===== config.mk =====
export PLATFORM = sky130hd
export DESIGN_NAME = oam_dma_engine
export DESIGN_NICKNAME = d
export VERILOG_FILES = /design/src/rtl/nes_dma_pkg.sv /design/src/rtl/oam_dma_engine.sv
export SDC_FILE = /design/constraint.sdc
export NUM_CORES = 1
export LEC_CHECK = 0
export CORE_MARGIN = 1
export CORE_UTILIZATION = 41
export DETAILED_ROUTE_END_ITERATION = 8
export PLACE_DENSITY = 0.75
export RECOVER_POWER = 50
export SYNTH_ARGS = -nofsm -noshare
export SYNTH_HDL_FRONTEND = slang
export SYNTH_SLANG_ARGS = --single-unit

===== constraint.sdc =====
create_clock -name clk_i -period 1.7 [get_ports clk_i]
set_input_delay 0.17 -clock clk_i [delete_from_list [all_inputs] [get_ports clk_i]]
set_output_delay 0.17 -clock clk_i [all_outputs]
set_load 0.1 [all_outputs]

===== src/rtl/nes_dma_pkg.sv =====
// Shared types and constants for the NES sprite (OAM) DMA engine.
// Consumed by oam_dma_engine; the ALIGN state is only used when OAM_DMA_ALIGN_EN is defined.
package nes_dma_pkg;

    typedef enum logic [2:0] {
        IDLE,
        HALT,
        ALIGN,
        READ,
        WRITE
    } dma_state_e;

    localparam logic [15:0] OAM_DMA_REG_ADDR  = 16'h4014;
    localparam logic [15:0] OAM_DATA_REG_ADDR = 16'h2004;
    localparam int          XFER_LEN_DEFAULT  = 256;

    // Parity 0 is a get (read) cycle, 1 is a put (write) cycle.
    function automatic logic is_get(input logic parity);
        return !parity;
    endfunction

endpackage


===== src/rtl/oam_dma_engine.sv =====
// NES $4014 sprite DMA master: halts the CPU and copies one page from work RAM to OAM.
// Build option OAM_DMA_ALIGN_EN adds an explicit ALIGN state; otherwise READ waits for a get cycle.
module oam_dma_engine
    import nes_dma_pkg::*;
#(
    parameter int ADDR_WIDTH = 16,
    parameter int DATA_WIDTH = 8,
    parameter int XFER_LEN   = XFER_LEN_DEFAULT
) (
    input  logic                  clk_i,
    input  logic                  rst_i,
    input  logic                  cpu_ce_i,
    input  logic                  dma_wr_i,
    input  logic [7:0]            dma_page_i,
    output logic [ADDR_WIDTH-1:0] mem_addr_o,
    output logic                  mem_rd_o,
    input  logic [DATA_WIDTH-1:0] rdata_i,
    output logic                  oam_wr_o,
    output logic [DATA_WIDTH-1:0] oam_data_o,
    output logic                  cpu_rdy_o,
    output logic                  busy_o
);

    localparam int               IDX_W    = ADDR_WIDTH - 8;
    localparam logic [IDX_W-1:0] IDX_LAST = IDX_W'(XFER_LEN - 1);

    dma_state_e            state_q, state_d;
    logic                  parity_q, parity_d;
    logic [7:0]            page_q, page_d;
    logic [IDX_W-1:0]      idx_q, idx_d;
    logic [DATA_WIDTH-1:0] data_q, data_d;
    logic                  rd_pend_q, rd_pend_d;
    logic                  cpu_rdy_q, cpu_rdy_d;
    logic                  mem_rd;
    logic                  oam_wr;

    always_comb begin
        // NOTE: every signal gets a default first so no path leaves one unassigned (no latches).
        state_d  = state_q;
        page_d   = page_q;
        idx_d    = idx_q;
        parity_d = parity_q ^ cpu_ce_i;
        mem_rd   = 1'b0;
        oam_wr   = 1'b0;

        if (cpu_ce_i) begin
            unique case (state_q)
                IDLE: begin
                    if (dma_wr_i) begin
                        page_d  = dma_page_i;
                        idx_d   = '0;
                        state_d = HALT;
                    end
                end
                HALT: begin
`ifdef OAM_DMA_ALIGN_EN
                    // A get now means the following strobe is a put: burn it in ALIGN.
                    state_d = is_get(parity_q) ? ALIGN : READ;
`else
                    state_d = READ;
`endif
                end
`ifdef OAM_DMA_ALIGN_EN
                ALIGN: begin
                    state_d = READ;
                end
`endif
                READ: begin
                    // Without ALIGN a put-parity start idles here for one strobe, issuing no read.
                    if (is_get(parity_q)) begin
                        mem_rd  = 1'b1;
                        state_d = WRITE;
                    end
                end
                WRITE: begin
                    if (!is_get(parity_q)) begin
                        oam_wr = 1'b1;
                        if (idx_q == IDX_LAST) begin
                            idx_d   = '0;
                            state_d = IDLE;
                        end else begin
                            idx_d   = idx_q + IDX_W'(1);
                            state_d = READ;
                        end
                    end
                end
                default: begin
                    state_d = IDLE;
                end
            endcase
        end

        // RAM douta is valid the clock after the read strobe.
        rd_pend_d = mem_rd;
        data_d    = rd_pend_q ? rdata_i : data_q;
        cpu_rdy_d = (state_d == IDLE);
    end

    // NOTE: sequential state uses non-blocking assignments so all flops update together.
    always_ff @(posedge clk_i or posedge rst_i) begin
        if (rst_i) begin
            state_q   <= IDLE;
            parity_q  <= 1'b0;
            page_q    <= '0;
            idx_q     <= '0;
            data_q    <= '0;
            rd_pend_q <= 1'b0;
            cpu_rdy_q <= 1'b1;
        end else begin
            state_q   <= state_d;
            parity_q  <= parity_d;
            page_q    <= page_d;
            idx_q     <= idx_d;
            data_q    <= data_d;
            rd_pend_q <= rd_pend_d;
            cpu_rdy_q <= cpu_rdy_d;
        end
    end

    assign busy_o     = (state_q != IDLE);
    assign mem_addr_o = busy_o ? {page_q, idx_q} : '0;
    assign mem_rd_o   = mem_rd;
    assign oam_wr_o   = oam_wr;
    assign oam_data_o = data_q;
    assign cpu_rdy_o  = cpu_rdy_q;

endmodule


==> impl_metrics.csv <==
group,metric,value,unit
worst_setup_path,slowest_stage,"dfrtp_1",
finish,drive_gt1_share,49.00,%
synth,synthesis.nets,152,
global_route,grt_max_degree,31,
worst_setup_path,crit_buf_inv,2,
synth,syn_inst,131,
global_route,grt_pass1_wl,6175,microns
detailed_routing,drt-pass1-iter-count,4,
timing,rsz0062_at_grt,"true",
timing,finalCritPeriodShare,102.4,%
floorplan,core-area,3416,sq um
synth,synth.avg_cell_area,11.37,sq um
timing,max_freq,0.5743,GHz
cts,ctsHtreeMaxLevel,2,
worst_setup_path,setup.worst_path.end_class,"output port",
placement,io_buffers,47,
timing,hold_violations,0,
timing,final.setup.tns,-0.3096,ns
flow_run,max_cap_violations,0,
synth,synth-seq-area-share,50.50,%
placement,place_congestion,0.7896,
synth,synth_area_leaders,"dfrtp_1 (49%), mux2_2 (13%), nor2b_1 (4.6%)",
global_route,overflow,0,
cts,root_buffer,"clkbuf_4",
detailed_routing,routed_wl,3664,microns
synth,synth_top_area_share,48.74,%
floorplan,dieHeight,62.26,microns
worst_setup_path,start_kind,"flip-flop",
floorplan,die_w,62.26,microns
global_route,grt_pass1_vias,1282,
global_route,grt_usage,20.79,%
finish,diodes,0,
placement,dp.cells,227,
synth,synth_edf_count,0,
timing,maxSlewViolCount,0,
cts,insertion_delay,0.33,ns
synth,ys_seq_elements,30,
worst_setup_path,slowest_delay,0.43,ns
synth,post-synth-top-area-cell,"dfrtp_1",
timing,whs,0.4433,ns
finish,syn2layout_area_growth,65.88,%
floorplan,io_pins,48,
global_route,antenna_found_initial,0,
cts,cts_buffers,5,
synth,synth_area,1489,sq um
finish,final_cells,246,
timing,tightest_slew,0.7205,ns
min_path,min_path_type,"input pin to flip-flop",
worst_setup_path,critical-path-top-delay-family,"simple AND/OR/NAND/NOR gates",
finish,fill_cells,257,
worst_setup_path,arrival,1.57,ns
worst_setup_path,required,1.53,ns
cts,clk_path_buf_depth,2,
timing,setup_viol,13,
synth,yosysWarnings,0,
finish,layout.nets,220,
synth,ys.flop_type,"dfrtp_1",
cts,cts.clk_slew.worst_paths,0.10,ns
cts,tritoncts,"built",
synth,synth_cell_type_count,38,
worst_setup_path,timing.critical_path.cells,"nor3_4 -> buf_6 -> and2b_1 -> buf_12",
detailed_routing,drtAntennaViolNets,0,
detailed_routing,viasPerCell,5.154,
detailed_routing,first_iter_violations,18,
placement,dpl.hpwl,2448,microns
cts,hold_buffers,0,
run_status,violations,"setup timing",
cts,cts.sinks,30,
floorplan,die-area,3876,sq um
timing,period_minus_slack,1.741,ns
run_status,status,"finished with violations",
detailed_routing,via_count,1268,
timing,layout_setup_ws,-0.04126,ns
worst_setup_path,path_class,"flip-flop to output port",
detailed_routing,route.detailed.wl_per_inst,14.89,microns
floorplan,initial_utilization,43.59,%
timing,finClkSkew,0.009006,ns
floorplan,rows,21,
synth,synthArstFlopShare,100.0,%
detailed_routing,drc,0,
worst_setup_path,critPathMaxFanout,7,
timing,max_slew_margin,51.97,%
worst_setup_path,reg2reg_setup_slack,0.11,ns
## layout by cell type, fill, tap and decap left out, drive strengths merged
master and instances:
clkinvlp 1, a31oi 2, o31ai 1, nor3 3, o21ai 3, and3 3, a21o 1, inv 5
a41oi 3, ha 1, nor2b 11, dlygate4sd3 2, and4 2, buf 46, or3b 1, nand4 4
nor2 7, nand2b 2, and2b 5, nand3 3, and2 1, nand2 10, xnor2 1, a211oi 1
mux2i 1, a21oi 2, xor2 3, clkinv 1, mux2 17, clkbuf 7, o221ai 1, dfrtp 29
clkdlybuf4s50 17, dfstp 1, nor3b 2
## state kept, by name (all words and copies together) (netlist names)
name	flops
page_q	8
rd_pend_q	1
state_q	3
idx_q	8
parity_q	1
oam_data_o	8
cpu_rdy_o	1
## cells by family (layout without fill, tap and decap cells)
logic type	Yosys count	in the layout	synth area share [%]
mux	18	18	13.53
compound gates	14	14	7.648
simple gates	54	54	21.93
flops	30	30	50.50
buf+inv	10	79	3.194
xor+xnor	4	4	2.353
fa+ha+maj	1	1	0.8402
## metrics by stage
step / util, % / instance area, sq um / setup slack (ns)
2_1_floorplan: - / 1563 / -0.3599
3_3_place_gp: 67.22 / 2296 / 0.1367
3_5_place_dp: 67.22 / 2296 / 0.08926
4_1_cts: 70.95 / 2424 / -0.05776
5_1_grt: 72.31 / 2470 / -0.1214
6_report: 72.31 / 2470 / -0.04126
## layer usage
metal  vias up  wire, microns  GRT usage [%]
li1        596              -              -
met1       615           1495          25.81
met2        52           1860          34.07
met3         5            261          7.353
met4         0             46          6.105
met5         -              0              0
## timing repair
| item | in CTS | in global routing |
|---|---|---|
| setup buffers | 6 | 4 |
| gates resized for setup | 4 | 5 |
| gates cloned | 1 | 0 |
| setup endpoints to repair | 18 | 17 |
| pin swaps | 2 | 2 |
## final cells by class
type                    instances  area [sq um]  area share [%]
repair buffers                 66         802.0           32.47
multi-input cells              91         773.2           31.31
flip-flops and latches         30         754.5           30.55
well taps                      46         57.56           2.330
clock buffers                   6         51.30           2.077
inverters                       5         18.77          0.7599
clock inverters                 2         12.51          0.5066
## Yosys cell counts, types with 2 or more instances
cell type,count
o21ai_0,2
dfrtp_1,29
a41oi_1,2
nand2_1,10
buf_2,2
xor2_1,3
and2b_1,5
a31oi_1,2
and3_1,2
mux2_2,17
a21oi_1,2
nor2b_1,11
nand3_1,3
nor2_1,6
nand2b_1,2
nand4_1,4
clkbuf_1,2
inv_1,5
nor3_2,2
nor3b_1,2
## final timing paths
check                                 startpoint                   endpoint  cells past startpoint
max                         state_q[0]$_DFF_PP0_              mem_addr_o[4]                      4
min                                   rdata_i[4]  oam_data_o[4]$_DFFE_PP0P_                      2
max reg2reg                 state_q[2]$_DFF_PP0_       idx_q[3]$_DFFE_PP0P_                      6
min reg2reg                page_q[4]$_DFFE_PP0P_      page_q[4]$_DFFE_PP0P_                      1
max in group asynchronous                  rst_i       state_q[2]$_DFF_PP0_                      3
min in group asynchronous                  rst_i  oam_data_o[4]$_DFFE_PP0P_                      3
Power is not shown: default switching activity piles up to over one toggle a cycle in this logic, so the estimate is an artifact.
